<file path="config.mk">
export PLATFORM = sky130hd
export DESIGN_NAME = apb_rr_master_arbiter
export DESIGN_NICKNAME = d
export VERILOG_FILES = /design/src/rtl/apb_rr_master_arbiter.sv
export SDC_FILE = /design/constraint.sdc
export NUM_CORES = 1
export LEC_CHECK = 0
export BUFFER_PORTS_ARGS = -buffer_cell sky130_fd_sc_hd__buf_4
export CORE_MARGIN = 5
export CORE_UTILIZATION = 40
export CTS_BUF_LIST = sky130_fd_sc_hd__clkbuf_8 sky130_fd_sc_hd__clkbuf_16
export CTS_CLUSTER_SIZE = 14
export DETAILED_ROUTE_END_ITERATION = 16
export PLACE_DENSITY = 0.76
export SYNTH_ARGS = -nofsm -noshare
export SYNTH_HDL_FRONTEND = slang
export SYNTH_SLANG_ARGS = --single-unit
</file>
<file path="constraint.sdc">
create_clock -name Hclk -period 1.84 [get_ports Hclk]
set_input_delay 0.184 -clock Hclk [delete_from_list [all_inputs] [get_ports Hclk]]
set_output_delay 0.184 -clock Hclk [all_outputs]
set_load 0.005 [all_outputs]
</file>
<file path="src/rtl/apb_rr_master_arbiter.sv">
// ---------------------------------------------------------------------------
// apb_rr_master_arbiter
//
// Shares one APB master port between NREQ bridge-side requesters. A
// round-robin arbiter picks a requester. The transfer then runs through the
// APB SETUP and ACCESS phases. Wait states are supported through Pready, and
// a transfer that waits too long is aborted with an error. The peripheral
// select is decoded from the address using the bridge's three-slave map.
//
// Ports:
//   Hclk, Hreset     clock; synchronous active-high reset
//   req              per-requester request, held until the matching done
//   req_addr         packed addresses, requester i at [32*i+31:32*i]
//   req_write        per-requester direction (1 = write)
//   req_wdata        packed write data
//   gnt              one-hot, high while the requester owns APB (SETUP..ACCESS)
//   done             one-hot single-cycle completion pulse
//   err              valid with done: decode miss or timeout
//   rdata            read data, valid with done on reads
//   Pselx..Pwdata    APB master outputs
//   Prdata, Pready   APB slave responses
// ---------------------------------------------------------------------------
module apb_rr_master_arbiter #(
  parameter int NREQ    = 2,
  parameter int TIMEOUT = 16
) (
  input  logic                 Hclk,
  input  logic                 Hreset,
  input  logic [NREQ-1:0]      req,
  input  logic [32*NREQ-1:0]   req_addr,
  input  logic [NREQ-1:0]      req_write,
  input  logic [32*NREQ-1:0]   req_wdata,
  output logic [NREQ-1:0]      gnt,
  output logic [NREQ-1:0]      done,
  output logic                 err,
  output logic [31:0]          rdata,
  output logic [2:0]           Pselx,
  output logic                 Penable,
  output logic                 Pwrite,
  output logic [31:0]          Paddr,
  output logic [31:0]          Pwdata,
  input  logic [31:0]          Prdata,
  input  logic                 Pready
);

  localparam int IW = (NREQ > 2) ? 2 : 1;
  localparam int CW = $clog2(TIMEOUT) + 1;

  typedef enum logic [1:0] {IDLE, SETUP, ACCESS, RESP} state_t;

  state_t            state_reg, state_next;
  logic [NREQ-1:0]   gnt_reg, gnt_next;
  logic [NREQ-1:0]   done_reg, done_next;
  logic              err_reg, err_next;
  logic [31:0]       rdata_reg, rdata_next;
  logic [2:0]        psel_reg, psel_next;
  logic              penable_reg, penable_next;
  logic              pwrite_reg, pwrite_next;
  logic [31:0]       paddr_reg, paddr_next;
  logic [31:0]       pwdata_reg, pwdata_next;
  logic [IW-1:0]     ptr_reg, ptr_next;
  logic [IW-1:0]     idx_reg, idx_next;
  logic [CW-1:0]     count_reg, count_next;

  // Unpacked views of the per-requester buses.
  logic [31:0] addr_arr  [NREQ];
  logic [31:0] wdata_arr [NREQ];

  generate
    for (genvar gi = 0; gi < NREQ; gi++) begin : g_unpack
      assign addr_arr[gi]  = req_addr[32*gi +: 32];
      assign wdata_arr[gi] = req_wdata[32*gi +: 32];
    end
  endgenerate

  // Three 64 MB windows starting at 0x8000_0000. A zero result means a miss.
  function automatic logic [2:0] decode(input logic [31:0] a);
    case (a[31:26])
      6'b100000: decode = 3'b001;
      6'b100001: decode = 3'b010;
      6'b100010: decode = 3'b100;
      default:   decode = 3'b000;
    endcase
  endfunction

  // Round-robin search. It starts at ptr_reg and wraps modulo NREQ.
  // A requester whose done is high this cycle is not eligible.
  logic [NREQ-1:0] eligible;
  logic            win_found;
  logic [IW-1:0]   win_idx;
  int              cand;

  always_comb begin
    eligible  = req & ~done_reg;
    win_found = 1'b0;
    win_idx   = '0;
    cand      = 0;
    for (int k = 0; k < NREQ; k++) begin
      cand = int'(ptr_reg) + k;
      if (cand >= NREQ) cand = cand - NREQ;
      if (!win_found && eligible[cand]) begin
        win_found = 1'b1;
        win_idx   = IW'(cand);
      end
    end
  end

  logic [2:0]      win_sel;
  logic [NREQ-1:0] win_onehot;
  logic [NREQ-1:0] cur_onehot;

  assign win_sel    = decode(addr_arr[win_idx]);
  assign win_onehot = NREQ'(1) << win_idx;
  assign cur_onehot = NREQ'(1) << idx_reg;

  always_comb begin
    state_next   = state_reg;
    gnt_next     = gnt_reg;
    done_next    = '0;       // done and err are single-cycle pulses
    err_next     = 1'b0;
    rdata_next   = rdata_reg;
    psel_next    = psel_reg;
    penable_next = penable_reg;
    pwrite_next  = pwrite_reg;
    paddr_next   = paddr_reg;
    pwdata_next  = pwdata_reg;
    ptr_next     = ptr_reg;
    idx_next     = idx_reg;
    count_next   = count_reg;

    case (state_reg)
      IDLE: begin
        if (win_found) begin
          idx_next = win_idx;
          ptr_next = (int'(win_idx) + 1 == NREQ) ? '0 : IW'(int'(win_idx) + 1);
          if (win_sel != 3'b000) begin
            state_next  = SETUP;
            psel_next   = win_sel;
            paddr_next  = addr_arr[win_idx];
            pwrite_next = req_write[win_idx];
            pwdata_next = wdata_arr[win_idx];
            gnt_next    = win_onehot;
          end else begin
            // A decode miss completes with an error and starts no APB cycle.
            state_next = RESP;
            done_next  = win_onehot;
            err_next   = 1'b1;
          end
        end
      end

      SETUP: begin
        state_next   = ACCESS;
        penable_next = 1'b1;
        count_next   = '0;
      end

      ACCESS: begin
        count_next = count_reg + 1'b1;
        if (Pready || (count_reg == CW'(TIMEOUT - 1))) begin
          state_next   = RESP;
          done_next    = cur_onehot;
          err_next     = ~Pready;
          psel_next    = 3'b000;
          penable_next = 1'b0;
          gnt_next     = '0;
          count_next   = '0;
          if (Pready && !pwrite_reg) rdata_next = Prdata;
        end
      end

      RESP: begin
        state_next = IDLE;
        count_next = '0;
      end

      default: state_next = IDLE;
    endcase
  end

  always_ff @(posedge Hclk) begin
    if (Hreset) begin
      state_reg   <= IDLE;
      gnt_reg     <= '0;
      done_reg    <= '0;
      err_reg     <= 1'b0;
      rdata_reg   <= '0;
      psel_reg    <= 3'b000;
      penable_reg <= 1'b0;
      pwrite_reg  <= 1'b0;
      paddr_reg   <= '0;
      pwdata_reg  <= '0;
      ptr_reg     <= '0;
      idx_reg     <= '0;
      count_reg   <= '0;
    end else begin
      state_reg   <= state_next;
      gnt_reg     <= gnt_next;
      done_reg    <= done_next;
      err_reg     <= err_next;
      rdata_reg   <= rdata_next;
      psel_reg    <= psel_next;
      penable_reg <= penable_next;
      pwrite_reg  <= pwrite_next;
      paddr_reg   <= paddr_next;
      pwdata_reg  <= pwdata_next;
      ptr_reg     <= ptr_next;
      idx_reg     <= idx_next;
      count_reg   <= count_next;
    end
  end

  assign gnt     = gnt_reg;
  assign done    = done_reg;
  assign err     = err_reg;
  assign rdata   = rdata_reg;
  assign Pselx   = psel_reg;
  assign Penable = penable_reg;
  assign Pwrite  = pwrite_reg;
  assign Paddr   = paddr_reg;
  assign Pwdata  = pwdata_reg;

endmodule

</file>
# ---- After elaboration in Yosys (flattened, before gate mapping)
# Cells that the tools add are included.
dict set report totals {
  wordCells 104
  ff_bits 115
  inputBits 167
  out_inout_bits 106
}
dict set report classes {
  n_mux 46
  bitwise 4
  eq_ne 11
  shift 2
  n_reduce_logical 17
  magnitude_cmp 6
  add_sub_neg 5
}
# cell count
set ops {}
lappend ops {{$mux 32} 8}
lappend ops {{$lt 32x3->1 const B} 2}
lappend ops {{$eq 32x3->1 const B} 1}
lappend ops {{$eq 6x6->1 const B} 3}
lappend ops {{$mux 2} 9}
lappend ops {{$mux 1} 17}
lappend ops {{$pmux 5 s2} 1}
lappend ops {{$mux 3} 3}
lappend ops {{$pmux 3 s3} 1}
lappend ops {{$pmux 2 s2} 2}
lappend ops {{$pmux 2 s4} 1}
lappend ops {{$ne 2x2->1 const B} 3}
lappend ops {{$pmux 3 s2} 1}
lappend ops {{$reduce_and 2->1} 3}
lappend ops {{$reduce_and 3->1} 2}
lappend ops {{$reduce_bool 2->1} 3}
lappend ops {{$add 5x1->5 const B} 1}
lappend ops {{$eq 5x4->1 const B} 1}
lappend ops {{$mux 5} 1}
lappend ops {{$add 1x1->2 const B} 2}
lappend ops {{$eq 2x2->1 const B} 2}
lappend ops {{$ge 2x2->1 const B} 2}
lappend ops {{$pmux 1 s2} 2}
lappend ops {{$reduce_and 4->1} 1}
lappend ops {{16 further kinds} 19}

# ---- Longest topological paths before layout
# Gate-level depths: netlist (run 1).
dict set report logic_depth {
  depth_word 19
  depth_mapped 10
  depth_no_buf 7
}

# ---- Least setup slack after synthesis (run 1)
# Ideal clock, no wire load.
dict set report synth_path {
  kind {register to register}
  startpoint {register done_reg[0], in the netlist done[0]}
  endpoint {register pwdata_reg[3], in the netlist Pwdata[3]}
  path_stages_with_launch 9
  path_slack_ns -0.021
  period_less_slack_ns 1.861
  required_ns 1.752
  t_arrival_ns 1.773
  path_cell_list {dfxtp_1 -> or3b_1 -> a221oi_2 -> o21a_1 -> buf_4 -> buf_6 -> buf_6 -> nor2_1 -> a311oi_2}
}
dict set report synth_via {
  elab_chain_len 17
}
# element line
set synth_rtl {}
lappend synth_rtl {{from (decl)} 53} ;# logic [NREQ-1:0] done_reg, done_next;
lappend synth_rtl {{from (signal assigned)} 199} ;# done_reg <= done_next;
lappend synth_rtl {{$not 2->2 (*)} 94} ;# eligible = req & ~done_reg;
lappend synth_rtl {{$and 2x2->2 (*)} 94}
lappend synth_rtl {{$mux 1 (implied by the code) (3 in a row)} 101} ;# if (!win_found && eligible[cand]) begin
lappend synth_rtl {{$mux 1} 101}
lappend synth_rtl {{$logic_not 1->1} 101}
lappend synth_rtl {{$logic_and 1x1->1} 101}
lappend synth_rtl {{$mux 1} 101}
lappend synth_rtl {{$not 1->2 (implied by the code)} {112, 141}}
lappend synth_rtl {{$mux 32 (implied by the code) (3 in a row)} 112} ;# assign win_sel = decode(addr_arr[win_idx]);
lappend synth_rtl {{$eq 6x6->1} 78} ;# case (a[31:26])
lappend synth_rtl {{$pmux 3 s3} 78}
lappend synth_rtl {{$reduce_bool 3->1} 136} ;# if (win_sel != 3'b000) begin
lappend synth_rtl {{$reduce_and 3->1 (no line)} --}
lappend synth_rtl {{to (signal assigned)} 206} ;# pwdata_reg <= pwdata_next;
lappend synth_rtl {{to (decl)} 60} ;# logic [31:0] pwdata_reg, pwdata_next;
# Mark *: on every way between the ends. The rest lies on a longest branch, timed or not. The select of a mux whose other input is x is not followed.
# A chain may end at the register's enable or synchronous reset.

# ---- Worst setup path in the final report (run 1)
dict set report layout_path {
  startpoint {register done_reg[0], in the netlist done[0]}
  endpoint {register paddr_reg[3], in the netlist Paddr[3]}
}
dict set report layout_via {
  elab_chain_len 17
}
# element line
set layout_rtl {}
lappend layout_rtl {{$not 2->2 (*)} 94}
lappend layout_rtl {{$and 2x2->2 (*)} 94}
lappend layout_rtl {{$mux 1 (implied by the code) (3 in a row)} 101}
lappend layout_rtl {{$mux 1} 101}
lappend layout_rtl {{$logic_not 1->1} 101}
lappend layout_rtl {{$logic_and 1x1->1} 101}
lappend layout_rtl {{$mux 1} 101}
lappend layout_rtl {{$not 1->2 (implied by the code)} {112, 139}}
lappend layout_rtl {{$mux 32 (implied by the code) (3 in a row)} {112, 139}}
lappend layout_rtl {{$eq 6x6->1} 78}
lappend layout_rtl {{$pmux 3 s3} 78}
lappend layout_rtl {{$reduce_bool 3->1} 136}
lappend layout_rtl {{$reduce_and 3->1 (no line)} --}
lappend layout_rtl {{to (signal assigned)} 205} ;# paddr_reg <= paddr_next;
lappend layout_rtl {{to (decl)} 59} ;# logic [31:0] paddr_reg, paddr_next;
# Marked as above.

==> metrics.cfg, run 1 <==
[logic_synthesis]
synth_edf_count=0
synthTopCellsByArea=dfxtp_1 47%, nand2_1 15%, a311oi_1 9.0%
synth_nets=778
yosysMostFrequentCell=nand2_1
netlist_top_cells_count=190 x nand2_1, 115 x dfxtp_1, 77 x nor2_1
avgSynthCellArea_um2=8.09
syn_inst=604
synth_cell_type_count=42
seq_area_frac_synth=0.471
synth_top_area_cell=dfxtp_1
synth_area_um2=4880
ys_warn_count=0
async_flop_share=0
synth_ff_type=dfxtp_1
yosys.area.top_type_share=0.471
ys_ff_latch=115

[floorplanning]
dieArea_um2=14500
die_height_um=120
io_pins=273
rows=40
start_util=0.407
core_area_um2=12000
die_w_um=120

[global_route]
grt_pass1_vias=4988
grt_pass1_wl_um=24400
use_met3=0.0772
grt_overflow=0
busiest_layer=met2
antenna_found_initial=0
gr-usage-all-layers=0.211
grt_use_met1=0.235
grt_max_degree=61
grtUsageMet2=0.368

[timing]
setup_tns_ns=-3.25
skew_ns=0.00767
setup_viol=55
fmax_mhz=514
fin_crit_sh=1.06
whs_ns=0.0314
max_slew_margin=0.575
worst_slack_ns=-0.105
worst_slew_pin_slew_ns=0.638
rsz0062_at_grt=yes
drv_slew=0
period_minus_slack_ns=1.94
hold_viol=0

[place]
placed_area_um2=7170
gp_congestion=0.835
place_ws_ns=-0.212
numPortBuffers=272
dpl.hpwl_um=11900
place_inst=999

[route]
drc=0
vias_per_cell=5.17
dr.pass1.iters=6
num_vias=5432
wire_per_inst_um=16.5
detail-route-antenna-nets=0
finalWirelength_um=17400
drtIter0Drc=254

[clocking]
clk_pin_slew_ns=0.05
numCtsBuffers=17
clk_latency_ns=0.40
cts.path.max_buffers=2
cts_tree=yes
cts-root-buf=clkbuf_16
cts.sink_count=115
htreeDepth=4

[worst_hold_path]
hp-class=in -> reg

[outcome]
violations=negative setup slack
outcome=complete, but fails checks

[setup_path]
end_kind=register
cp.required_ns=2.14
arrival_ns=2.24
crit_type=reg -> reg
cp_max_fo=7
start_kind=register

[pwr]
power.leakage_nw=3.66
total_power_mw=8.18
vdd_drop_max_mv=0.495
p_per_area_nw_per_um2=996

[cells_and_area]
insertedDiodeCount=0
stdcell_count=1051
post-route-util=0.684
fin_nets=1067
syn_to_final_growth_pct=68.2
stdcell_area_um2=8210
final_layout_size_suffix_gt1_frac=0.429

[job]
max-cap-violations=0

worst max-delay path, cell delays in order (launching register included):
cell	delay, ns
dfxtp_2	0.31
or3b_4	0.42
and4_4	0.20
o21a_4	0.22
buf_8	0.15
buf_8	0.14
clkbuf_16	0.16
a311oi_1	0.25
cell usage in the layout, fill, tap and decap left out, types with 4 or more instances in the layout:
cell       instances
a311oi_2          17
o21a_1             4
a21oi_1           41
clkbuf_8           6
inv_1              9
clkbuf_16         25
o211ai_1           4
dfxtp_1          113
nand2_1          189
buf_6              5
nor2_1            65
nor2_2            11
and3_1             4
buf_4            293
buf_12             9
buf_8              4
ha_1               7
a311oi_1          43
o21ai_0            7
area by class of cell:
type,instances,area (µm²)
Fill cell,994,3800
Timing Repair Buffer,320,2720
Multi-Input combinational cell,434,2440
Sequential cell,115,2300
Clock buffer,23,508
Tap cell,147,184
Clock inverter,7,35.0
Inverter,5,18.8
routing by layer:
metal | vias up | wire length, µm
met4 | 0 | 306
met5 | - | 0
met1 | 2496 | 6600
met2 | 251 | 8800
met3 | 24 | 1670
li1 | 2661 | -
cell families (layout without fill, tap and decap cells):
| kind of cell | count (synthesis) | in the layout | share of synthesized area |
|---|---|---|---|
| adder cells (fa/ha/maj) | 7 | 7 | 0.0179 |
| AO/OA/AOI/OAI | 128 | 128 | 0.202 |
| XOR/XNOR | 3 | 3 | 0.00538 |
| buffers and inverters | 55 | 355 | 0.0525 |
| multiplexers | 4 | 4 | 0.00846 |
| AND/OR/NAND/NOR | 292 | 292 | 0.242 |
| flip-flops | 115 | 115 | 0.471 |
power breakdown:
group / switching, mW / leakage [nW] / internal, mW / total (mW)
Clock: 1.07 / 0.278 / 1.89 / 2.96
Sequential: 0.136 / 0.932 / 2.74 / 2.87
Combinational: 1.20 / 2.45 / 1.14 / 2.34
what timing repair did:
item                                    CTS  global route
endpoints found under the setup margin   64           103
setup buffers                             1             9
gates resized for setup                   8            36
gates cloned                              1            11
pin swaps                                 5            40
hold buffers                              0             0
final timing paths:
path	cells past startpoint	slack, ns	end	start
max	7	-0.10	Paddr[3]$_SDFFE_PP0P_	done[0]$_SDFF_PP0_
min	3	0.03	rdata[28]$_SDFFE_PP0P_	Prdata[28]
max reg2reg	7	-0.10	Paddr[3]$_SDFFE_PP0P_	done[0]$_SDFF_PP0_
min reg2reg	2	0.45	rdata[6]$_SDFFE_PP0P_	rdata[6]$_SDFFE_PP0P_
Note: power is estimated with default switching activity, not from simulation.
==> inputs of run 2 (changes only) <==
--- a/config.mk
+++ b/config.mk
@@ -5,8 +5,8 @@
 export SDC_FILE = /design/constraint.sdc
 export NUM_CORES = 1
 export LEC_CHECK = 0
-export BUFFER_PORTS_ARGS = -buffer_cell sky130_fd_sc_hd__buf_4
-export CORE_MARGIN = 5
+export BUFFER_PORTS_ARGS = -buffer_cell sky130_fd_sc_hd__clkbuf_2
+export CORE_MARGIN = 10
 export CORE_UTILIZATION = 40
 export CTS_BUF_LIST = sky130_fd_sc_hd__clkbuf_8 sky130_fd_sc_hd__clkbuf_16
 export CTS_CLUSTER_SIZE = 14
==> metrics.cfg, run 2 (same netlist as run 1, synthesis figures left out) <==
[outcome]
outcome=complete, but fails checks
violations=negative setup slack

[clocking]
numCtsBuffers=17
cts-root-buf=clkbuf_16
cts.sink_count=115
cts_tree=yes
clk_pin_slew_ns=0.05
htreeDepth=4
clk_latency_ns=0.41
cts.path.max_buffers=2

[timing]
drv_slew=0
max_slew_margin=0.650
worst_slew_pin_slew_ns=0.526
fmax_mhz=515
setup_viol=60
worst_slack_ns=-0.100
whs_ns=0.0106
rsz0062_at_grt=yes
hold_viol=0
period_minus_slack_ns=1.94
fin_crit_sh=1.05
skew_ns=0.0102

[cells_and_area]
layout_commonest_cell=clkbuf_2
fin_nets=1100
final_layout_size_suffix_gt1_frac=0.451
post-route-util=0.671
insertedDiodeCount=0
syn_to_final_growth_pct=64.4
final_cell_mix=271 x clkbuf_2, 189 x nand2_1, 114 x dfxtp_1, 54 x nor2_1, 40 x a21oi_1

[setup_path]
crit_type=reg -> reg
critPathTopFamily=compound AO/OA/AOI/OAI gates
cpMaxStageDelayCell=or3b_4
cp_max_fo=8
path_cells=or3b_4 > a221oi_4 > o21a_4 > bufbuf_16 > nor2_1 > a311oi_1
cp.required_ns=2.14
end_kind=register
arrival_ns=2.24
crit_path_max_incr_delay_ns=0.42
cp_num_buf_inv=1
start_kind=register

[place]
dpl.hpwl_um=12500
gp_congestion=0.848
numPortBuffers=272
place_ws_ns=-0.180

[global_route]
grt_pass1_vias=5568
grt_pass1_wl_um=27800
gr-usage-all-layers=0.207
grt_overflow=0
antenna_found_initial=0
grt_max_degree=102

[floorplanning]
start_util=0.408
io_pins=273
rows=40
die_w_um=130
core_area_um2=12000
die_height_um=130
dieArea_um2=17000

[route]
drtIter0Drc=200
wire_per_inst_um=17.4
detail-route-antenna-nets=0
finalWirelength_um=18900
vias_per_cell=5.10
drc=0
num_vias=5531
dr.pass1.iters=5

[pwr]
vdd_drop_max_mv=0.573
total_power_mw=8.39
power.leakage_nw=3.64
p_per_area_nw_per_um2=1040

[job]
max-cap-violations=0

[worst_hold_path]
hp-class=in -> reg

## run 2: cell count changes in the layout (fill, tap and decap cells not counted), sizes merged, moves of 2 or more
cell,before,now
bufinv,0,2
clkinv,1,8
buf,312,50
clkbuf,31,294
dlygate4sd3,0,27
inv,9,6
clkinvlp,2,0
## run 2: layout make-up
type | instances | area [µm²]
inverter | 5 | 18.8
tap | 147 | 184
sequential | 115 | 2300
clock buffer | 20 | 467
multi-input combinational | 435 | 2600
timing repair buffer | 352 | 2340
fill | 948 | 3930
clock inverter | 11 | 111
## run 2: layer usage
metal	part of all wire	GRT usage
met2	0.49	0.349
met5	0	0
met3	0.11	0.0898
met1	0.39	0.226
met4	0.017	0.0778
## run 2: through the flow
stage	cells	setup TNS [ns]	instance area [µm²]
after floorplan	604	0	4890
after global placement	1004	-3.92	6540
after detailed placement	1004	-5.90	6540
after CTS	1077	-3.08	7720
after global routing	1085	-5.87	8030
final	1085	-2.16	8030
## run 2: worst reg2reg max path, cell delays in order (launching register included)
cell and delay, ns:
dfxtp_2 0.31, or3b_4 0.42, a221oi_4 0.31, o21a_4 0.20, bufbuf_16 0.27, nor2_1 0.04
a311oi_1 0.28
## run 2: what timing repair did
action / CTS / global route
hold buffers: 27 / 0
pin swaps: 22 / 30
gates cloned: 6 / 3
hold endpoints to repair: 27 / 0
gates resized for setup: 15 / 57
setup buffers: 9 / 8
endpoints found under the setup margin: 61 / 75
## run 2: power breakdown
group / internal (mW) / switching [mW] / total [mW]
Sequential: 2.73 / 0.134 / 2.87
Combinational: 1.04 / 1.28 / 2.32
Clock: 2.07 / 1.12 / 3.19
Total: 5.85 / 2.54 / 8.39
## run 2: path summary, 6_finish.rpt
check / start / to / slack, ns / depth (start not counted)
setup / recovery: ptr_reg$_SDFFE_PP0P_ / Pwdata[13]$_SDFFE_PP0P_ / -0.1 / 6
hold / removal: req_addr[32] / Paddr[0]$_SDFFE_PP0P_ / 0.01 / 3
setup reg to reg: ptr_reg$_SDFFE_PP0P_ / Pwdata[13]$_SDFFE_PP0P_ / -0.1 / 6
hold reg to reg: rdata[18]$_SDFFE_PP0P_ / rdata[18]$_SDFFE_PP0P_ / 0.45 / 2
==> inputs of run 3 (changes only) <==
--- a/config.mk
+++ b/config.mk
@@ -12,6 +12,7 @@
 export CTS_CLUSTER_SIZE = 14
 export DETAILED_ROUTE_END_ITERATION = 16
 export PLACE_DENSITY = 0.76
+export SKIP_LAST_GASP = 1
 export SYNTH_ARGS = -nofsm -noshare
 export SYNTH_HDL_FRONTEND = slang
 export SYNTH_SLANG_ARGS = --single-unit
==> metrics.cfg, run 3 (same netlist as run 1, synthesis figures left out) <==
[setup_path]
cp_max_fo=8
start_kind=register
path_cells=or3b_4 > and4_4 > o21a_4 > buf_12 > buf_6 > clkbuf_16 > a311oi_2
cp_num_buf_inv=3
crit_type=reg -> reg
cp.required_ns=2.15
crit_path_max_incr_delay_ns=0.42
end_kind=register
critPathTopFamily=simple AND/OR/NAND/NOR gates
cpMaxStageDelayCell=or3b_4
arrival_ns=2.25

[cells_and_area]
layout_commonest_cell=clkbuf_2
fin_nets=1100
final_layout_size_suffix_gt1_frac=0.450
insertedDiodeCount=0
syn_to_final_growth_pct=64.4
final_cell_mix=271 x clkbuf_2, 189 x nand2_1, 114 x dfxtp_1, 55 x nor2_1, 40 x a21oi_1
post-route-util=0.671

[clocking]
cts_tree=yes
clk_pin_slew_ns=0.05
htreeDepth=4
cts.sink_count=115
clk_latency_ns=0.41
cts-root-buf=clkbuf_16
cts.path.max_buffers=2
numCtsBuffers=17

[global_route]
antenna_found_initial=0
grtUsageMet2=0.349
grt_pass1_wl_um=27800
use_met3=0.0898
grt_pass1_vias=5568
grt_overflow=0
gr-usage-all-layers=0.207
busiest_layer=met2
grt_max_degree=102
grt_use_met1=0.226

[place]
dpl.hpwl_um=12500
gp_congestion=0.848
numPortBuffers=272

[timing]
max_slew_margin=0.654
whs_ns=0.0114
period_minus_slack_ns=1.94
worst_slew_pin_slew_ns=0.519
skew_ns=0.0104
setup_tns_ns=-1.86
drv_slew=0
worst_slack_ns=-0.0958
setup_viol=56
fin_crit_sh=1.05
hold_viol=0
fmax_mhz=517
rsz0062_at_grt=yes

[route]
dr.pass1.iters=5
wire_per_inst_um=17.4
drtIter0Drc=197
finalWirelength_um=18900
num_vias=5542
vias_per_cell=5.11
detail-route-antenna-nets=0
drc=0

[pwr]
power_frac_seq=0.342
vdd_drop_max_mv=0.573
power.leakage_nw=3.64
p_sw_frac=0.302
p_int_mw=5.85
combPwrFrac=0.277
p_per_area_nw_per_um2=1040
pwr-share-clk=0.381
p_switching_mw=2.53

[floorplanning]
die_w_um=130
dieArea_um2=17000
io_pins=273
rows=40
start_util=0.408
die_height_um=130
core_area_um2=12000

[outcome]
outcome=complete, but fails checks
violations=negative setup slack

[worst_hold_path]
hp-class=in -> reg

[job]
max-cap-violations=0

run 3: cell counts in the layout (fill, tap and decap cells not counted):
Identical to the previous run, type by type.
run 3: per-layer routing:
| metal | share of wire | vias up |
|---|---|---|
| li1 | - | 2738 |
| met1 | 0.39 | 2537 |
| met2 | 0.49 | 243 |
| met3 | 0.11 | 24 |
| met4 | 0.017 | 0 |
| met5 | 0 | - |
run 3: power by group through the flow:
stage          sequential [mW]  combinational [mW]  clock [mW]
6_report                  2.87                2.32        3.19
5_1_grt                   2.90                2.57        3.36
4_1_cts                   2.86                2.23        3.24
3_5_place_dp              2.91                2.07           0
3_3_place_gp              2.90                2.06           0
2_1_floorplan             2.92                1.17           0
run 3: final timing paths:
path	startpoint	endpoint	slack (ns)	cells after the start
max	ptr_reg$_SDFFE_PP0P_	Pwdata[30]$_SDFFE_PP0P_	-0.1	7
min	req_addr[32]	Paddr[0]$_SDFFE_PP0P_	0.01	3
max reg2reg	ptr_reg$_SDFFE_PP0P_	Pwdata[30]$_SDFFE_PP0P_	-0.1	7
min reg2reg	rdata[18]$_SDFFE_PP0P_	rdata[18]$_SDFFE_PP0P_	0.45	2
run 3: cell type report:
cell class              instances  area (µm²)
flip-flops and latches        115        2300
repair buffers                352        2340
multi-input cells             435        2600
well taps                     147         184
inverters                       5        18.8
clock inverters                11         111
clock buffers                  20         467
fillers                       948        3930
run 3: repair_timing:
action	CTS	global route
gates resized for setup	15	56
pin swaps	21	29
buffers inserted	9	8
endpoints found under the setup margin	61	75
endpoints found under the hold margin	27	0
gates cloned	6	3
hold buffers	27	0
run 3: worst reg2reg max path, delay by kind of cell, from the launching register on:
| kind | cells | cell delay, ns |
|---|---|---|
| AOI/OAI and AO/OA | 2 | 0.46 |
| buffers and inverters | 3 | 0.44 |
| DFF | 1 | 0.31 |
| and+or+nand+nor | 2 | 0.63 |
run 3: stage by stage:
stage,power [mW],instances,worst slack (ns),area (µm²)
3_3_place_gp,4.95,1004,-0.0990,6540
4_1_cts,8.33,1077,-0.0800,7720
2_1_floorplan,4.09,604,0.0137,4890
5_1_grt,8.82,1085,-0.160,8030
3_5_place_dp,4.98,1004,-0.180,6540
6_report,8.38,1085,-0.0958,8030
